--- src/rtl/hb_dec_mac.sv ---
// Sequencer and multiply-accumulate stage of a 31-tap halfband decimate-by-2 filter.
// Drives the sample RAM ports, then weights, accumulates, rounds and saturates the pair sums it returns.
module hb_dec_mac #(
  parameter logic [143:0]       COEFFS = 144'd0,
  parameter logic signed [17:0] CENTER = 18'sd65536
) (
  input  logic        clock,
  input  logic        reset_n,
  input  logic        clear,
  input  logic        strobe_in,
  input  logic [15:0] data_in,
  output logic        ram_write,
  output logic [4:0]  ram_wr_addr,
  output logic [15:0] ram_wr_data,
  output logic [4:0]  ram_rd_addr1,
  output logic [4:0]  ram_rd_addr2,
  input  logic [15:0] ram_sum,
  output logic        strobe_out,
  output logic [15:0] data_out,
  output logic        overrun
);

  localparam int DATA_W = 16;
  localparam int COEF_W = 18;
  localparam int PROD_W = DATA_W + COEF_W;
  localparam int ACC_W  = 38;
  localparam int STAGES = 3;
  localparam logic [3:0] LAST_STEP = 4'd8;
  localparam logic signed [ACC_W-1:0] RND_HALF = 38'sd65536;
  localparam logic signed [ACC_W-1:0] SAT_HI   = 38'sd32767;
  localparam logic signed [ACC_W-1:0] SAT_LO   = -38'sd32768;

  typedef enum logic [1:0] {IDLE, RUN, DRAIN} state_t;

  state_t state_q, state_d;

  logic [4:0] wr_ptr_q;
  logic       phase_q;
  logic [4:0] base_q;
  logic [3:0] step_q;
  logic [1:0] drain_q;

  logic       trigger, start, issue, done;
  logic [4:0] base_n, addr1_n, addr2_n, off_n;
  logic [3:0] step_n;

  logic                     vld_p1, vld_p2;
  logic [3:0]               step_p1, step_p2;
  logic signed [DATA_W-1:0] sum_p1;
  logic signed [PROD_W-1:0] prod_p2;
  logic signed [ACC_W-1:0]  prod_ext_p2;
  logic signed [ACC_W-1:0]  acc_p3;

  // Step 8 selects the centre tap; all others index the packed pair coefficients.
  function automatic logic signed [COEF_W-1:0] coef_sel(input logic [3:0] k);
    logic signed [COEF_W-1:0] c;
    if (k >= LAST_STEP) c = CENTER;
    else                c = $signed(COEFFS[int'(k[2:0])*COEF_W +: COEF_W]);
    return c;
  endfunction

  function automatic logic signed [DATA_W-1:0] round_sat(input logic signed [ACC_W-1:0] a);
    logic signed [ACC_W-1:0]  r;
    logic signed [DATA_W-1:0] y;
    r = (a + RND_HALF) >>> 17;
    if (r > SAT_HI)      y = 16'sh7FFF;
    else if (r < SAT_LO) y = 16'sh8000;
    else                 y = r[DATA_W-1:0];
    return y;
  endfunction

  assign ram_write   = strobe_in;
  assign ram_wr_addr = wr_ptr_q;
  assign ram_wr_data = data_in;

  assign trigger = strobe_in & phase_q;
  assign start   = trigger & (state_q == IDLE);

  always_ff @(posedge clock or negedge reset_n) begin
    if (!reset_n)   state_q <= IDLE;
    else if (clear) state_q <= IDLE;
    else            state_q <= state_d;
  end

  always_comb begin
    state_d = state_q;
    case (state_q)
      IDLE:    if (start) state_d = RUN;
      RUN:     if (step_q == LAST_STEP) state_d = DRAIN;
      DRAIN:   if (drain_q == 2'(STAGES - 1)) state_d = IDLE;
      default: state_d = IDLE;
    endcase
  end

  // Addresses are registered, so compute the ones for the step that runs next cycle.
  always_comb begin
    issue = (state_q == RUN);
    done  = (state_q == DRAIN) && (drain_q == 2'(STAGES - 1));
    if (state_q == IDLE) begin
      base_n = wr_ptr_q;
      step_n = 4'd0;
    end else begin
      base_n = base_q;
      step_n = 4'(step_q + 4'd1);
    end
    off_n = {1'b0, step_n[2:0], 1'b0};
    if (step_n == LAST_STEP) begin
      addr1_n = 5'(base_n + 5'd17);
      addr2_n = 5'(base_n + 5'd17);
    end else begin
      addr1_n = 5'(base_n - off_n);
      addr2_n = 5'(base_n + 5'd2 + off_n);
    end
  end

  // ---- p0: write pointer, read-address issue and tap sequencing ----
  always_ff @(posedge clock or negedge reset_n) begin
    if (!reset_n) begin
      wr_ptr_q     <= '0;
      phase_q      <= 1'b0;
      overrun      <= 1'b0;
      base_q       <= '0;
      step_q       <= '0;
      drain_q      <= '0;
      ram_rd_addr1 <= '0;
      ram_rd_addr2 <= '0;
    end else if (clear) begin
      wr_ptr_q     <= '0;
      phase_q      <= 1'b0;
      overrun      <= 1'b0;
      base_q       <= '0;
      step_q       <= '0;
      drain_q      <= '0;
      ram_rd_addr1 <= '0;
      ram_rd_addr2 <= '0;
    end else begin
      if (strobe_in) begin
        wr_ptr_q <= 5'(wr_ptr_q + 5'd1);
        phase_q  <= ~phase_q;
      end
      if (trigger && (state_q != IDLE)) overrun <= 1'b1;
      if (state_d == RUN) begin
        base_q       <= base_n;
        step_q       <= step_n;
        ram_rd_addr1 <= addr1_n;
        ram_rd_addr2 <= addr2_n;
      end
      if (state_q == DRAIN) drain_q <= 2'(drain_q + 2'd1);
      else                  drain_q <= '0;
    end
  end

  // ---- p1: RAM returns the halved pair sum; tag it with its step ----
  always_ff @(posedge clock or negedge reset_n) begin
    if (!reset_n) begin
      vld_p1  <= 1'b0;
      step_p1 <= '0;
      vld_p2  <= 1'b0;
      step_p2 <= '0;
    end else if (clear) begin
      vld_p1  <= 1'b0;
      step_p1 <= '0;
      vld_p2  <= 1'b0;
      step_p2 <= '0;
    end else begin
      vld_p1  <= issue;
      step_p1 <= step_q;
      vld_p2  <= vld_p1;
      step_p2 <= step_p1;
    end
  end

  assign sum_p1 = ram_sum;

  // ---- p2: registered coefficient product ----
  always_ff @(posedge clock) begin
    if (vld_p1) prod_p2 <= PROD_W'(sum_p1) * PROD_W'(coef_sel(step_p1));
  end

  assign prod_ext_p2 = ACC_W'(prod_p2);

  // ---- p3: accumulate (step 0 loads), then round/saturate into the output register ----
  always_ff @(posedge clock or negedge reset_n) begin
    if (!reset_n) begin
      acc_p3     <= '0;
      strobe_out <= 1'b0;
      data_out   <= '0;
    end else if (clear) begin
      acc_p3     <= '0;
      strobe_out <= 1'b0;
      data_out   <= '0;
    end else begin
      if (vld_p2) begin
        if (step_p2 == 4'd0) acc_p3 <= prod_ext_p2;
        else                 acc_p3 <= acc_p3 + prod_ext_p2;
      end
      strobe_out <= done;
      if (done) data_out <= round_sat(acc_p3);
    end
  end

endmodule
--- config.mk ---
export PLATFORM = sky130hd
export DESIGN_NAME = hb_dec_mac
export DESIGN_NICKNAME = d
export VERILOG_FILES = /design/src/rtl/hb_dec_mac.sv
export SDC_FILE = /design/constraint.sdc
export NUM_CORES = 1
export LEC_CHECK = 0
export ABC_CLOCK_PERIOD_IN_PS = 4220
export BUFFER_PORTS_ARGS = -buffer_cell sky130_fd_sc_hd__buf_2
export CORE_ASPECT_RATIO = 1.5
export CORE_UTILIZATION = 43
export CTS_CLUSTER_DIAMETER = 60
export DETAILED_ROUTE_END_ITERATION = 8
export PLACE_DENSITY_LB_ADDON = 0.1
export SETUP_SLACK_MARGIN = 0.05
export SYNTH_ARGS = -nofsm -noshare
export SYNTH_HDL_FRONTEND = slang
export SYNTH_SLANG_ARGS = --single-unit
export TNS_END_PERCENT = 100
--- constraint.sdc ---
create_clock -name clock -period 4.22 [get_ports clock]
set_input_delay 0.211 -clock clock [delete_from_list [all_inputs] [get_ports clock]]
set_output_delay 0.211 -clock clock [all_outputs]
set_load 0.03 [all_outputs]
==> impl_results.html, run 1 <==
<table>
<tr><th>Metric</th><th>Value</th></tr>
<tr><th colspan="2">Logic synthesis</th></tr>
<tr><td>Post-synthesis register bit count</td><td>between 90 and 100</td></tr>
<tr><td>Syn_area_per_cell</td><td>between 9 and 10 um^2</td></tr>
<tr><td>Count of yosys warnings during synthesis</td><td>0</td></tr>
<tr><td>Number of nets produced by synthesis</td><td>880</td></tr>
<tr><td>Synthesized instance count</td><td>740</td></tr>
<tr><td>Synthesized area</td><td>7130 um^2</td></tr>
<tr><td>Sequential cell area fraction in the yosys report</td><td>approximately a third</td></tr>
<tr><td>Post-synthesis async set-or-reset flop share</td><td>81.3%</td></tr>
<tr><td>Proportion of netlist area held by the largest area contributor</td><td>27.4%</td></tr>
<tr><td>Number of enable-type register cells in the synthesized netlist</td><td>18</td></tr>
<tr><td>Primary flip-flop cell chosen by synthesis mapping</td><td>dfrtp_1</td></tr>
<tr><td>Unique masters post-synth</td><td>between 60 and 70</td></tr>
<tr><td>Top cell type by total area after synthesis</td><td>dfrtp_1</td></tr>
<tr><td>Top area cells in the synthesized netlist</td><td>dfrtp_1 (27%), ha_1 (18%), edfxtp_1 (7.6%), xnor2_1 (4.9%), nor2_1 (3.6%)</td></tr>
<tr><th colspan="2">Placed design</th></tr>
<tr><td>Worst Setup Slack post-DPL</td><td>~0.44 ns</td></tr>
<tr><td>Port buffer count</td><td>53</td></tr>
<tr><td>Final RePlAce weighted congestion</td><td>approximately 0.82</td></tr>
<tr><td>Final HPWL DP</td><td>approximately 12000 um</td></tr>
<tr><th colspan="2">Drt</th></tr>
<tr><td>Detailed route wirelength on metal3</td><td>597 um</td></tr>
<tr><td>Highest signal layer in the routed design</td><td>met4</td></tr>
<tr><td>Iter 0 DRT Violations</td><td>212</td></tr>
<tr><td>Vias</td><td>5467</td></tr>
<tr><td>DR vias/cell</td><td>5.60</td></tr>
<tr><td>Wirelength per Cell</td><td>15.9 um</td></tr>
<tr><td>Length of the first detailed-routing pass in iterations</td><td>5</td></tr>
<tr><td>Residual DRC</td><td>0</td></tr>
<tr><td>M1 wire length</td><td>6200 um</td></tr>
<tr><td>WL final</td><td>15500 um</td></tr>
<tr><td>Post-route antenna net violation count</td><td>0</td></tr>
<tr><td>Met2 wirelength from detailed routing</td><td>8520 um</td></tr>
<tr><th colspan="2">Critical path</th></tr>
<tr><td>Crit path top cell by count</td><td>ha_1</td></tr>
<tr><td>Length in cells of the worst reg-to-reg path</td><td>12</td></tr>
<tr><td>Critical path startpoint category</td><td>flip-flop</td></tr>
<tr><td>Nature of the critical path endpoint</td><td>flip-flop</td></tr>
<tr><td>Critical path's slowest cell</td><td>dfrtp_1</td></tr>
<tr><td>Worst path max stage delay</td><td>0.55 ns</td></tr>
<tr><td>CP required</td><td>4.31 ns</td></tr>
<tr><td>CP cell instances</td><td>and2_1 &gt; ha_1 &gt; ha_1 &gt; ha_1 &gt; ha_1 &gt; a31oi_1 &gt; or3b_2 &gt; a31oi_1 &gt; a211oi_1 &gt; nor2_1 &gt; o21ai_0 &gt; xnor2_1</td></tr>
<tr><td>Data arrival time of the critical path</td><td>3.84 ns</td></tr>
<tr><td>Top fanout value on the critical path</td><td>17</td></tr>
<tr><td>Path type of the worst setup path</td><td>reg -&gt; reg</td></tr>
<tr><th colspan="2">Floorplan</th></tr>
<tr><td>Total I/O pin count</td><td>86</td></tr>
<tr><td>Vertical extent of the die</td><td>160 um</td></tr>
<tr><td>Area of the placeable core</td><td>16200 um^2</td></tr>
<tr><td>Effective utilization at floorplan</td><td>between 40% and 50%</td></tr>
<tr><td>Horizontal extent of the die</td><td>107 um</td></tr>
<tr><td>FP Rows</td><td>57</td></tr>
<tr><td>Area of the die</td><td>17100 um^2</td></tr>
<tr><th colspan="2">Timing</th></tr>
<tr><td>Max-slew headroom</td><td>22.6%</td></tr>
<tr><td>Final setup viols</td><td>0</td></tr>
<tr><td>Fraction of the cycle the final worst path needs</td><td>between 80 and 90%</td></tr>
<tr><td>Skew final</td><td>0.0107 ns</td></tr>
<tr><td>Highest Clock Rate</td><td>approximately 270 MHz</td></tr>
<tr><td>Summed negative setup slack over all endpoints</td><td>0 ns</td></tr>
<tr><td>Time the final worst path needs with I/O delays and setup</td><td>between 3 and 4 ns</td></tr>
<tr><td>Setup slack of the critical path after layout</td><td>between 0.4 and 0.5 ns</td></tr>
<tr><td>Least-Margin Pin Slew</td><td>approximately 1.2 ns</td></tr>
<tr><td>Number of pins exceeding their max-slew limit in the final report</td><td>0</td></tr>
<tr><td>Final hold violation count</td><td>0</td></tr>
<tr><td>Setup repair after global routing missed its margin</td><td>false</td></tr>
<tr><th colspan="2">Global route</th></tr>
<tr><td>Gr ovfl total</td><td>0</td></tr>
<tr><td>GRT Resource Usage Total</td><td>19.3%</td></tr>
<tr><td>Wire length of the first global-routing pass</td><td>26600 um</td></tr>
<tr><td>Maximum number of pins on one net before global-route repair</td><td>51</td></tr>
<tr><td>Number of antenna violations at the first check in global routing</td><td>0</td></tr>
<tr><td>Number of global-route vias before repair</td><td>approximately 5700</td></tr>
<tr><th colspan="2">Min path</th></tr>
<tr><td>Hold Crit Depth</td><td>3</td></tr>
<tr><td>Worst min-delay path category</td><td>in -&gt; reg</td></tr>
<tr><th colspan="2">Pwr</th></tr>
<tr><td>Peak supply drop</td><td>0.252 mV</td></tr>
<tr><td>PwrDens</td><td>287 nW/um^2</td></tr>
<tr><td>Leakage component of the power</td><td>~0.0038 uW</td></tr>
<tr><th colspan="2">Clock network</th></tr>
<tr><td>TritonCTS clock tree</td><td>done</td></tr>
<tr><td>Clock insertion delay at the later pin of the skew report</td><td>0.35 ns</td></tr>
<tr><td>Bufs on Longest Clock Path</td><td>2</td></tr>
<tr><td>CTS Buf Count</td><td>9</td></tr>
<tr><td>Reg clk slew, reported paths</td><td>0.07 ns</td></tr>
<tr><td># clock sinks</td><td>between 90 and 100</td></tr>
<tr><td># H-tree levels</td><td>3</td></tr>
<tr><td>Root buffer cell</td><td>clkbuf_16</td></tr>
<tr><th colspan="2">Final layout</th></tr>
<tr><td>NumNets Final</td><td>905</td></tr>
<tr><td>N_diodes</td><td>0</td></tr>
<tr><td>Area growth from synthesis to layout</td><td>9.19%</td></tr>
<tr><td>Layout cell share with drive strength beyond 1</td><td>12.7%</td></tr>
<tr><td>Fill count</td><td>1539</td></tr>
<tr><th colspan="2">Outcome</th></tr>
<tr><td>Result of the run</td><td>completed</td></tr>
<tr><th colspan="2">Run</th></tr>
<tr><td>Total of max-cap violations</td><td>0</td></tr>
</table>
-- registers in the layout (all words and copies together) (netlist names) --
register	cells
step_q	4
data_out	16
vld_p2	1
ram_wr_addr	5
drain_q	2
acc_p3	22
prod_p2	18
state_q	2
base_q	5
step_p1	4
vld_p1	1
overrun	1
strobe_out	1
phase_q	1
step_p2	4
ram_rd_addr2	4
ram_rd_addr1	5
-- worst max-delay path: cells and delay by family, from the launching register on --
family / cells / cell delay [ns]
flip-flops: 1 / 0.55
adder cells (fa/ha/maj): 4 / 1.20
AND/OR/NAND/NOR: 3 / 0.90
AO/OA/AOI/OAI: 4 / 0.70
XOR/XNOR: 1 / 0.15
-- placed cells by master (no fill, tap or decap), types with 22 or more instances in the layout --
cell type / instances
a21oi_1: 40
buf_2: 52
dfrtp_1: 78
ha_1: 101
inv_1: 26
nand2_1: 65
nor2_1: 69
o21ai_0: 22
xnor2_1: 40
xor2_1: 25
-- layer usage --
| layer | up-vias | global-route usage [%] |
|---|---|---|
| met4 | 0 | 6.10 |
| met3 | 17 | 2.86 |
| met2 | 127 | 37.2 |
| met1 | 2621 | 21.0 |
| met5 | - | 0 |
| li1 | 2702 | - |
-- through the flow --
step                      power [uW]  util [%]  hold slack, ns  instance area [um^2]  instances
after global placement          1300      45.9           0.166                  7440        959
after CTS                       2260      48.1           0.237                  7790        976
after detailed placement        1300      45.9           0.167                  7440        959
after floorplan                 1240         -         -0.0846                  7130        740
final                           2230      48.1           0.260                  7790        976
after global routing            2330      48.1           0.255                  7790        976
-- power breakdown --
| group | internal [uW] | switching, uW | leakage [uW] |
|---|---|---|---|
| sequential | 973 | 27.8 | 0.00124 |
| combinational | 107 | 176 | 0.00237 |
| clock | 581 | 369 | 0.000166 |
-- area by class of cell --
cell class              count  area (um^2)  share of cell area (%)
multi-input cells         568         4250                    54.5
well taps                 206          258                    3.31
clock inverters             7          118                    1.51
flip-flops and latches     96         2490                    32.0
clock buffers               9          225                    2.89
inverters                  26         97.6                    1.25
repair buffers             64          353                    4.53
-- final timing paths --
| path | start | end | slack [ns] |
|---|---|---|---|
| setup / recovery | step_p1[3] | prod_p2[31] | 0.46 |
| setup reg to reg | step_p1[3] | prod_p2[31] | 0.46 |
| max in group asynchronous | reset_n | ram_rd_addr1[3] | 2.90 |
| hold / removal | strobe_in | ram_wr_addr[0] | 0.26 |
| hold reg to reg | drain_q[0] | drain_q[0] | 0.42 |
| min in group asynchronous | reset_n | data_out[1] | 0.34 |
-- repair_timing --
item                      in CTS  in global routing
setup buffers                  0                  0
hold endpoints to repair      28                  0
gates resized for setup        0                  0
hold buffers                   1                  0
-- synth_stat cells, drive strengths merged, types with 6 or more instances --
cell / number
a221o: 14
a21o: 13
a21oi: 41
inv: 26
and3: 7
nand2: 65
edfxtp: 18
a31oi: 13
o21ai: 24
buf: 26
nor4: 6
nand4: 8
xnor2: 40
a311oi: 11
ha: 101
nand3: 18
and2: 15
a211oi: 15
o21a: 8
clkbuf: 24
nor3: 7
nor2b: 11
xor2: 25
dfrtp: 78
mux2i: 9
nor2: 71
-- logic make-up after synthesis --
| logic type | count (synthesis) | share of synthesized area, % |
|---|---|---|
| and+or+nand+nor | 225 | 15.3 |
| DFF | 96 | 34.9 |
| buffers and inverters | 76 | 5.77 |
| AOI/OAI and AO/OA | 165 | 16.2 |
| xor gates and xnor gates | 65 | 7.98 |
| adders and majority gates | 104 | 18.6 |
| muxes | 9 | 1.26 |
Note: power is estimated with default switching activity, not from simulation.
==> run 2: changes to the inputs <==
--- a/config.mk
+++ b/config.mk
@@ -6,11 +6,12 @@
 export NUM_CORES = 1
 export LEC_CHECK = 0
 export ABC_CLOCK_PERIOD_IN_PS = 4220
-export BUFFER_PORTS_ARGS = -buffer_cell sky130_fd_sc_hd__buf_2
 export CORE_ASPECT_RATIO = 1.5
+export CORE_MARGIN = 2
 export CORE_UTILIZATION = 43
 export CTS_CLUSTER_DIAMETER = 60
 export DETAILED_ROUTE_END_ITERATION = 8
+export DONT_BUFFER_PORTS = 1
 export PLACE_DENSITY_LB_ADDON = 0.1
 export SETUP_SLACK_MARGIN = 0.05
 export SYNTH_ARGS = -nofsm -noshare
==> impl_results.html, run 2 (synthesis results as in run 1) <==
<table>
<tr><th>Metric</th><th>Value</th></tr>
<tr><th colspan="2">Outcome</th></tr>
<tr><td>Result of the run</td><td>completed (unchanged)</td></tr>
<tr><th colspan="2">Floorplan</th></tr>
<tr><td>Area of the die</td><td>17700 um^2 (was 17100 um^2)</td></tr>
<tr><td>FP Rows</td><td>57 (unchanged)</td></tr>
<tr><td>Horizontal extent of the die</td><td>109 um (was 107 um)</td></tr>
<tr><td>Total I/O pin count</td><td>86 (unchanged)</td></tr>
<tr><td>Area of the placeable core</td><td>16200 um^2 (unchanged)</td></tr>
<tr><td>Vertical extent of the die</td><td>162 um (was 160 um)</td></tr>
<tr><td>Effective utilization at floorplan</td><td>44.1% (unchanged)</td></tr>
<tr><th colspan="2">Drt</th></tr>
<tr><td>WL final</td><td>15300 um (was 15500 um)</td></tr>
<tr><td>Length of the first detailed-routing pass in iterations</td><td>4 (was 5)</td></tr>
<tr><td>Wirelength per Cell</td><td>16.5 um (was 15.9 um)</td></tr>
<tr><td>Vias</td><td>5241 (was 5467)</td></tr>
<tr><td>Iter 0 DRT Violations</td><td>205 (was 212)</td></tr>
<tr><td>Residual DRC</td><td>0 (unchanged)</td></tr>
<tr><td>Post-route antenna net violation count</td><td>0 (unchanged)</td></tr>
<tr><td>DR vias/cell</td><td>5.66 (was 5.60)</td></tr>
<tr><th colspan="2">Pwr</th></tr>
<tr><td>Internal power</td><td>1490 uW (was 1660 uW)</td></tr>
<tr><td>Relative contribution of combinational cells to total power</td><td>11.4% (was 12.6%)</td></tr>
<tr><td>Share of total power in sequential cells</td><td>49.2% (was 44.8%)</td></tr>
<tr><td>Clk network pwr share</td><td>39.3% (was 42.6%)</td></tr>
<tr><td>Sw Pwr</td><td>592 uW (was 573 uW)</td></tr>
<tr><td>Peak supply drop</td><td>0.255 mV (was 0.252 mV)</td></tr>
<tr><td>PwrDens</td><td>276 nW/um^2 (was 287 nW/um^2)</td></tr>
<tr><td>Leakage component of the power</td><td>0.00353 uW (was 0.00378 uW)</td></tr>
<tr><td>Switching fraction of total power</td><td>28.4% (was 25.6%)</td></tr>
<tr><th colspan="2">Timing</th></tr>
<tr><td>Time the final worst path needs with I/O delays and setup</td><td>3.79 ns (was 3.76 ns)</td></tr>
<tr><td>Highest Clock Rate</td><td>264 MHz (was 266 MHz)</td></tr>
<tr><td>Number of pins exceeding their max-slew limit in the final report</td><td>0 (unchanged)</td></tr>
<tr><td>Least-Margin Pin Slew</td><td>0.872 ns (was 1.16 ns)</td></tr>
<tr><td>Final hold violation count</td><td>0 (unchanged)</td></tr>
<tr><td>Summed negative setup slack over all endpoints</td><td>0 ns (unchanged)</td></tr>
<tr><td>Max-slew headroom</td><td>41.9% (was 22.6%)</td></tr>
<tr><td>Fraction of the cycle the final worst path needs</td><td>89.8% (was 89.0%)</td></tr>
<tr><td>Skew final</td><td>0.0104 ns (was 0.0107 ns)</td></tr>
<tr><td>Setup repair after global routing missed its margin</td><td>false (unchanged)</td></tr>
<tr><td>Final setup viols</td><td>0 (unchanged)</td></tr>
<tr><th colspan="2">Clock network</th></tr>
<tr><td>Bufs on Longest Clock Path</td><td>2 (unchanged)</td></tr>
<tr><td># H-tree levels</td><td>3 (unchanged)</td></tr>
<tr><td>Reg clk slew, reported paths</td><td>0.08 ns (was 0.07 ns)</td></tr>
<tr><td>CTS hold repair buffers</td><td>3 (was 1)</td></tr>
<tr><td>Root buffer cell</td><td>clkbuf_16 (unchanged)</td></tr>
<tr><td># clock sinks</td><td>96 (unchanged)</td></tr>
<tr><td>CTS Buf Count</td><td>9 (unchanged)</td></tr>
<tr><td>Post-CTS Resized</td><td>0 (unchanged)</td></tr>
<tr><td>Post CTS Setup Buffer Count</td><td>0 (unchanged)</td></tr>
<tr><td>Clock insertion delay at the later pin of the skew report</td><td>0.34 ns (was 0.35 ns)</td></tr>
<tr><td>TritonCTS clock tree</td><td>done (unchanged)</td></tr>
<tr><th colspan="2">Critical path</th></tr>
<tr><td>Path type of the worst setup path</td><td>reg -&gt; reg (unchanged)</td></tr>
<tr><td>Data arrival time of the critical path</td><td>3.88 ns (was 3.84 ns)</td></tr>
<tr><td>Top fanout value on the critical path</td><td>17 (unchanged)</td></tr>
<tr><td>Nature of the critical path endpoint</td><td>flip-flop (unchanged)</td></tr>
<tr><td>Critical path startpoint category</td><td>flip-flop (unchanged)</td></tr>
<tr><td>CP required</td><td>4.31 ns (about the same)</td></tr>
<tr><th colspan="2">Min path</th></tr>
<tr><td>Worst min-delay path category</td><td>in -&gt; reg (unchanged)</td></tr>
<tr><th colspan="2">Global route</th></tr>
<tr><td>GRT Resource Usage Total</td><td>18.4% (was 19.3%)</td></tr>
<tr><td>Wire length of the first global-routing pass</td><td>26100 um (was 26600 um)</td></tr>
<tr><td>Number of antenna violations at the first check in global routing</td><td>1 (was 0)</td></tr>
<tr><td>Maximum number of pins on one net before global-route repair</td><td>79 (was 51)</td></tr>
<tr><td>Number of global-route vias before repair</td><td>5517 (was 5680)</td></tr>
<tr><td>Gr ovfl total</td><td>0 (unchanged)</td></tr>
<tr><th colspan="2">Final layout</th></tr>
<tr><td>NumNets Final</td><td>854 (was 905)</td></tr>
<tr><td>Leading cell type in the layout, fill and taps excluded</td><td>ha_1 (unchanged)</td></tr>
<tr><td>Number of flip-flops in the largest register</td><td>22 (unchanged)</td></tr>
<tr><td>Top library cells by usage in the layout, fill and taps aside</td><td>ha_1 (101), dfrtp_1 (78), nor2_1 (69), nand2_1 (65) (was ha_1 (101), dfrtp_1 (78), nor2_1 (69), nand2_1 (65), buf_2 (52))</td></tr>
<tr><td>Biggest regs</td><td>acc_p3 (22), prod_p2 (18), data_out (16) (unchanged)</td></tr>
<tr><td>Post-Route Utilization</td><td>46.5% (was 48.1%)</td></tr>
<tr><td>Area growth from synthesis to layout</td><td>5.63% (was 9.19%)</td></tr>
<tr><td>Layout cell share with drive strength beyond 1</td><td>6.40% (was 12.7%)</td></tr>
<tr><td>Final std cell area, no fill</td><td>7540 um^2 (was 7790 um^2)</td></tr>
<tr><td>Top reg by flops</td><td>acc_p3 (unchanged)</td></tr>
<tr><th colspan="2">Placed design</th></tr>
<tr><td>Post-place instance area</td><td>7160 um^2 (was 7440 um^2)</td></tr>
<tr><td>Final HPWL DP</td><td>11500 um (was 11700 um)</td></tr>
<tr><td>Port buffer count</td><td>0 (was 53)</td></tr>
<tr><td>Final RePlAce weighted congestion</td><td>0.808 (was 0.823)</td></tr>
<tr><th colspan="2">Run</th></tr>
<tr><td>Total of max-cap violations</td><td>0 (unchanged)</td></tr>
</table>
==> run 2: power groups by stage <==
stage                     logic [uW]  registers (uW)  clock network, uW
final                            238            1030                819
after global routing             273            1030                881
after CTS                        242            1030                837
after detailed placement         208            1040                  0
after global placement           203            1040                  0
after floorplan                  207            1030                  0
==> run 2: stage by stage <==
stage / std cells / hold WS [ns] / total power, uW / setup WS (ns)
final: 926 / 0.0175 / 2080 / 0.430
after global routing: 926 / 0.0102 / 2180 / 0.0799
after CTS: 924 / 0.00681 / 2100 / 0.424
after detailed placement: 905 / -0.0827 / 1250 / 0.437
after global placement: 905 / -0.0828 / 1250 / 0.512
after floorplan: 740 / -0.0846 / 1240 / 0.633
==> run 2: routing by layer <==
layer  track usage [%]  part of all wire (%)
met2              34.1                    54
met3              3.41                   3.5
met1              20.4                    40
met4              7.31                   2.6
met5                 0                     0
==> run 2: area by class of cell <==
| class | instances | area (um^2) |
|---|---|---|
| tap | 206 | 258 |
| inverter | 26 | 97.6 |
| fill | 1504 | 8650 |
| clock buffer | 9 | 225 |
| sequential | 96 | 2490 |
| antenna | 1 | 2.50 |
| clock inverter | 7 | 71.3 |
| multi-input combinational | 568 | 4250 |
| timing repair buffer | 13 | 143 |
==> run 2: final timing paths <==
path                                  from  slack, ns         endpoint  depth (start not counted)
worst max-delay path            step_p1[3]       0.43      prod_p2[31]                         14
worst min-delay path                 clear       0.02       drain_q[1]                          2
worst max register to register  step_p1[3]       0.43      prod_p2[31]                         14
worst min register to register  drain_q[0]       0.42       drain_q[0]                          1
max in group asynchronous          reset_n       3.45  ram_rd_addr2[4]                          2
min in group asynchronous          reset_n       0.48     data_out[11]                          2
==> run 2: critical path, stage by stage (launching register included) <==
cell	delay, ns
dfrtp_1	0.63
and2_1	0.20
ha_1	0.23
ha_1	0.30
ha_1	0.31
ha_1	0.36
a21o_1	0.19
a21o_1	0.19
a21oi_1	0.18
a31oi_1	0.10
buf_4	0.16
a211oi_1	0.23
nor2_1	0.09
o21ai_0	0.26
xnor2_1	0.09
==> run 3: changes to the inputs <==
--- a/config.mk
+++ b/config.mk
@@ -9,10 +9,12 @@
 export CORE_ASPECT_RATIO = 1.5
 export CORE_MARGIN = 2
 export CORE_UTILIZATION = 43
+export CTS_BUF_LIST = sky130_fd_sc_hd__clkbuf_2
 export CTS_CLUSTER_DIAMETER = 60
 export DETAILED_ROUTE_END_ITERATION = 8
 export DONT_BUFFER_PORTS = 1
 export PLACE_DENSITY_LB_ADDON = 0.1
+export REMOVE_ABC_BUFFERS = 1
 export SETUP_SLACK_MARGIN = 0.05
 export SYNTH_ARGS = -nofsm -noshare
 export SYNTH_HDL_FRONTEND = slang
==> impl_results.html, run 3 (synthesis results as in run 1) <==
<table>
<tr><th>Metric</th><th>Value</th></tr>
<tr><th colspan="2">Critical path</th></tr>
<tr><td>Crit path top cell by count</td><td>ha_1 (unchanged)</td></tr>
<tr><td>Worst reg2reg endpoint</td><td>prod_p2[30] (was prod_p2[31])</td></tr>
<tr><td>Reg2reg start</td><td>step_p1[3] (unchanged)</td></tr>
<tr><td>Length in cells of the worst reg-to-reg path</td><td>14 (unchanged)</td></tr>
<tr><td>Critical path's slowest cell</td><td>dfrtp_1 (unchanged)</td></tr>
<tr><td>CP required</td><td>4.72 ns (was 4.31 ns)</td></tr>
<tr><td>Worst path max stage delay</td><td>0.48 ns (was 0.63 ns)</td></tr>
<tr><td>Timing endpoint of the critical path</td><td>prod_p2[30] (was prod_p2[31])</td></tr>
<tr><td>Path type of the worst setup path</td><td>reg -&gt; reg (unchanged)</td></tr>
<tr><td>Data arrival time of the critical path</td><td>4.32 ns (was 3.88 ns)</td></tr>
<tr><td>Worst setup path startpoint</td><td>step_p1[3] (unchanged)</td></tr>
<tr><td>CP cell instances</td><td>buf_4 &gt; and2_1 &gt; ha_1 &gt; ha_1 &gt; ha_1 &gt; ha_1 &gt; a21o_1 &gt; a21o_1 &gt; a21oi_1 &gt; a31oi_2 &gt; a211oi_1 &gt; nor2_1 &gt; o21ai_0 &gt; o31a_1 (was and2_1 &gt; ha_1 &gt; ha_1 &gt; ha_1 &gt; ha_1 &gt; a21o_1 &gt; a21o_1 &gt; a21oi_1 &gt; a31oi_1 &gt; buf_4 &gt; a211oi_1 &gt; nor2_1 &gt; o21ai_0 &gt; xnor2_1)</td></tr>
<tr><td>Top fanout value on the critical path</td><td>12 (was 17)</td></tr>
<tr><td>Worst setup slack for register-to-register paths</td><td>0.40 ns (was 0.43 ns)</td></tr>
<tr><td>Critical path startpoint category</td><td>flip-flop (unchanged)</td></tr>
<tr><td>Nature of the critical path endpoint</td><td>flip-flop (unchanged)</td></tr>
<tr><th colspan="2">Final layout</th></tr>
<tr><td>Leading cell type in the layout, fill and taps excluded</td><td>ha_1 (unchanged)</td></tr>
<tr><td>Fill count</td><td>1565 (was 1504)</td></tr>
<tr><td>Layout cell share with drive strength beyond 1</td><td>6.35% (was 6.40%)</td></tr>
<tr><td>Post-Route Utilization</td><td>45.7% (was 46.5%)</td></tr>
<tr><td>Top library cells by usage in the layout, fill and taps aside</td><td>ha_1 (101), dfrtp_1 (78), nor2_1 (69), nand2_1 (65) (unchanged)</td></tr>
<tr><td>NumNets Final</td><td>859 (was 854)</td></tr>
<tr><td>Number of flip-flops in the largest register</td><td>22 (unchanged)</td></tr>
<tr><td>Biggest regs</td><td>acc_p3 (22), prod_p2 (18), data_out (16) (unchanged)</td></tr>
<tr><td>Area growth from synthesis to layout</td><td>3.81% (was 5.63%)</td></tr>
<tr><td>Final std cell area, no fill</td><td>7410 um^2 (was 7540 um^2)</td></tr>
<tr><td>Top reg by flops</td><td>acc_p3 (unchanged)</td></tr>
<tr><th colspan="2">Pwr</th></tr>
<tr><td>Peak supply drop</td><td>0.184 mV (was 0.255 mV)</td></tr>
<tr><td>Leakage component of the power</td><td>0.00347 uW (was 0.00353 uW)</td></tr>
<tr><td>PwrDens</td><td>234 nW/um^2 (was 276 nW/um^2)</td></tr>
<tr><th colspan="2">Timing</th></tr>
<tr><td>Max-slew headroom</td><td>34.5% (was 41.9%)</td></tr>
<tr><td>Highest Clock Rate</td><td>262 MHz (was 264 MHz)</td></tr>
<tr><td>Skew final</td><td>0.0391 ns (was 0.0104 ns)</td></tr>
<tr><td>Final setup viols</td><td>0 (unchanged)</td></tr>
<tr><td>Number of pins exceeding their max-slew limit in the final report</td><td>0 (unchanged)</td></tr>
<tr><td>Summed negative setup slack over all endpoints</td><td>0 ns (unchanged)</td></tr>
<tr><td>Final hold violation count</td><td>0 (unchanged)</td></tr>
<tr><td>Time the final worst path needs with I/O delays and setup</td><td>3.82 ns (was 3.79 ns)</td></tr>
<tr><td>Setup repair after global routing missed its margin</td><td>false (unchanged)</td></tr>
<tr><td>Least-Margin Pin Slew</td><td>0.983 ns (was 0.872 ns)</td></tr>
<tr><td>Worst hold margin</td><td>0.0807 ns (was 0.0175 ns)</td></tr>
<tr><td>Fraction of the cycle the final worst path needs</td><td>90.6% (was 89.8%)</td></tr>
<tr><th colspan="2">Global route</th></tr>
<tr><td>Number of antenna violations at the first check in global routing</td><td>1 (unchanged)</td></tr>
<tr><td>Number of global-route vias before repair</td><td>5620 (was 5517)</td></tr>
<tr><td>Wire length of the first global-routing pass</td><td>28000 um (was 26100 um)</td></tr>
<tr><td>Maximum number of pins on one net before global-route repair</td><td>79 (unchanged)</td></tr>
<tr><td>GRT Resource Usage Total</td><td>20.2% (was 18.4%)</td></tr>
<tr><td>Gr ovfl total</td><td>0 (unchanged)</td></tr>
<tr><th colspan="2">Outcome</th></tr>
<tr><td>Result of the run</td><td>completed (unchanged)</td></tr>
<tr><th colspan="2">Clock network</th></tr>
<tr><td># clock sinks</td><td>96 (unchanged)</td></tr>
<tr><td>Root buffer cell</td><td>clkbuf_2 (was clkbuf_16)</td></tr>
<tr><td>Clock insertion delay at the later pin of the skew report</td><td>0.63 ns (was 0.34 ns)</td></tr>
<tr><td># H-tree levels</td><td>3 (unchanged)</td></tr>
<tr><td>Bufs on Longest Clock Path</td><td>2 (unchanged)</td></tr>
<tr><td>CTS Buf Count</td><td>9 (unchanged)</td></tr>
<tr><td>TritonCTS clock tree</td><td>done (unchanged)</td></tr>
<tr><td>Reg clk slew, reported paths</td><td>0.27 ns (was 0.08 ns)</td></tr>
<tr><th colspan="2">Drt</th></tr>
<tr><td>Post-route antenna net violation count</td><td>0 (unchanged)</td></tr>
<tr><td>Wirelength per Cell</td><td>17.9 um (was 16.5 um)</td></tr>
<tr><td>WL final</td><td>16600 um (was 15300 um)</td></tr>
<tr><td>Vias</td><td>5311 (was 5241)</td></tr>
<tr><td>DR vias/cell</td><td>5.70 (was 5.66)</td></tr>
<tr><td>Length of the first detailed-routing pass in iterations</td><td>4 (unchanged)</td></tr>
<tr><td>Iter 0 DRT Violations</td><td>160 (was 205)</td></tr>
<tr><td>Residual DRC</td><td>0 (unchanged)</td></tr>
<tr><th colspan="2">Placed design</th></tr>
<tr><td>Post-place instance area</td><td>7150 um^2 (was 7160 um^2)</td></tr>
<tr><td>Final RePlAce weighted congestion</td><td>0.842 (was 0.808)</td></tr>
<tr><td>Port buffer count</td><td>0 (unchanged)</td></tr>
<tr><td>Final HPWL DP</td><td>12300 um (was 11500 um)</td></tr>
<tr><th colspan="2">Floorplan</th></tr>
<tr><td>Vertical extent of the die</td><td>162 um (unchanged)</td></tr>
<tr><td>Area of the die</td><td>17700 um^2 (unchanged)</td></tr>
<tr><td>Total I/O pin count</td><td>86 (unchanged)</td></tr>
<tr><td>Horizontal extent of the die</td><td>109 um (unchanged)</td></tr>
<tr><td>Effective utilization at floorplan</td><td>44.1% (unchanged)</td></tr>
<tr><td>Area of the placeable core</td><td>16200 um^2 (unchanged)</td></tr>
<tr><td>FP Rows</td><td>57 (unchanged)</td></tr>
<tr><th colspan="2">Min path</th></tr>
<tr><td>Worst min-delay path category</td><td>in -&gt; reg (unchanged)</td></tr>
<tr><th colspan="2">Run</th></tr>
<tr><td>Total of max-cap violations</td><td>0 (unchanged)</td></tr>
</table>
run 3: changes by cell type in the layout (fill, tap and decap cells not counted), sizes merged:
cell,delta
dlygate4sd3,+6
clkinv,+1
buf,-1
inv,-1
run 3: repair_timing:
action / CTS / global route
gates resized for setup: 0 / 1
setup endpoints to repair: 0 / 1
hold buffers: 10 / 0
hold endpoints to repair: 147 / 0
buffers inserted: 0 / 0
run 3: layout make-up:
cell class | count | area, um^2 | area share, %
Antenna cell | 1 | 2.50 | 0.0338
Clock buffer | 9 | 45.0 | 0.608
Clock inverter | 7 | 62.6 | 0.845
Inverter | 26 | 97.6 | 1.32
Multi-Input combinational cell | 568 | 4250 | 57.4
Sequential cell | 96 | 2490 | 33.7
Tap cell | 206 | 258 | 3.48
Timing Repair Buffer | 18 | 195 | 2.64
run 3: how the worst min path moves through the flow:
| stage | startpoint | end | slack [ns] | cells past startpoint |
|---|---|---|---|---|
| global placement | reset_n | acc_p3[30] | -0.08 | 0 |
| floorplan | reset_n | acc_p3[16] | -0.08 | 0 |
| detailed placement | reset_n | acc_p3[31] | -0.08 | 0 |
| global route | ram_sum[15] | prod_p2[33] | 0.03 | 3 |
| finish | ram_sum[15] | prod_p2[33] | 0.08 | 3 |
| CTS | ram_sum[15] | prod_p2[33] | 0.01 | 3 |
run 3: routing by layer:
layer	share of wire, %	up-vias	routed length, um	global-route usage (%)
li1	-	2614	-	-
met1	39	2556	6440	21.2
met2	54	104	8930	37.3
met3	4.0	37	671	4.78
met4	3.7	0	610	9.15
met5	0	-	0	0
run 3: report_power, final:
| group | internal (uW) | leakage (uW) | switching, uW | total, uW |
|---|---|---|---|---|
| clock network | 91.5 | 0.0000704 | 365 | 456 |
| registers | 975 | 0.00124 | 56.3 | 1030 |
| logic | 101 | 0.00216 | 143 | 244 |
run 3: critical path: cells and delay by family, from the launching register on:
family / cells / cell delay [ns]
and+or+nand+nor: 2 / 0.24
DFF: 1 / 0.48
buffers and inverters: 1 / 0.18
AOI/OAI and AO/OA: 7 / 1.61
adders and majority gates: 4 / 1.22
run 3: per-stage QoR:
step | setup slack (ns) | instances | total power (uW)
floorplan | 0.720 | 690 | 1190
global placement | 0.473 | 904 | 1250
CTS | 0.282 | 930 | 1770
global route | 0.109 | 931 | 1830
detailed placement | 0.312 | 904 | 1250
finish | 0.396 | 931 | 1730
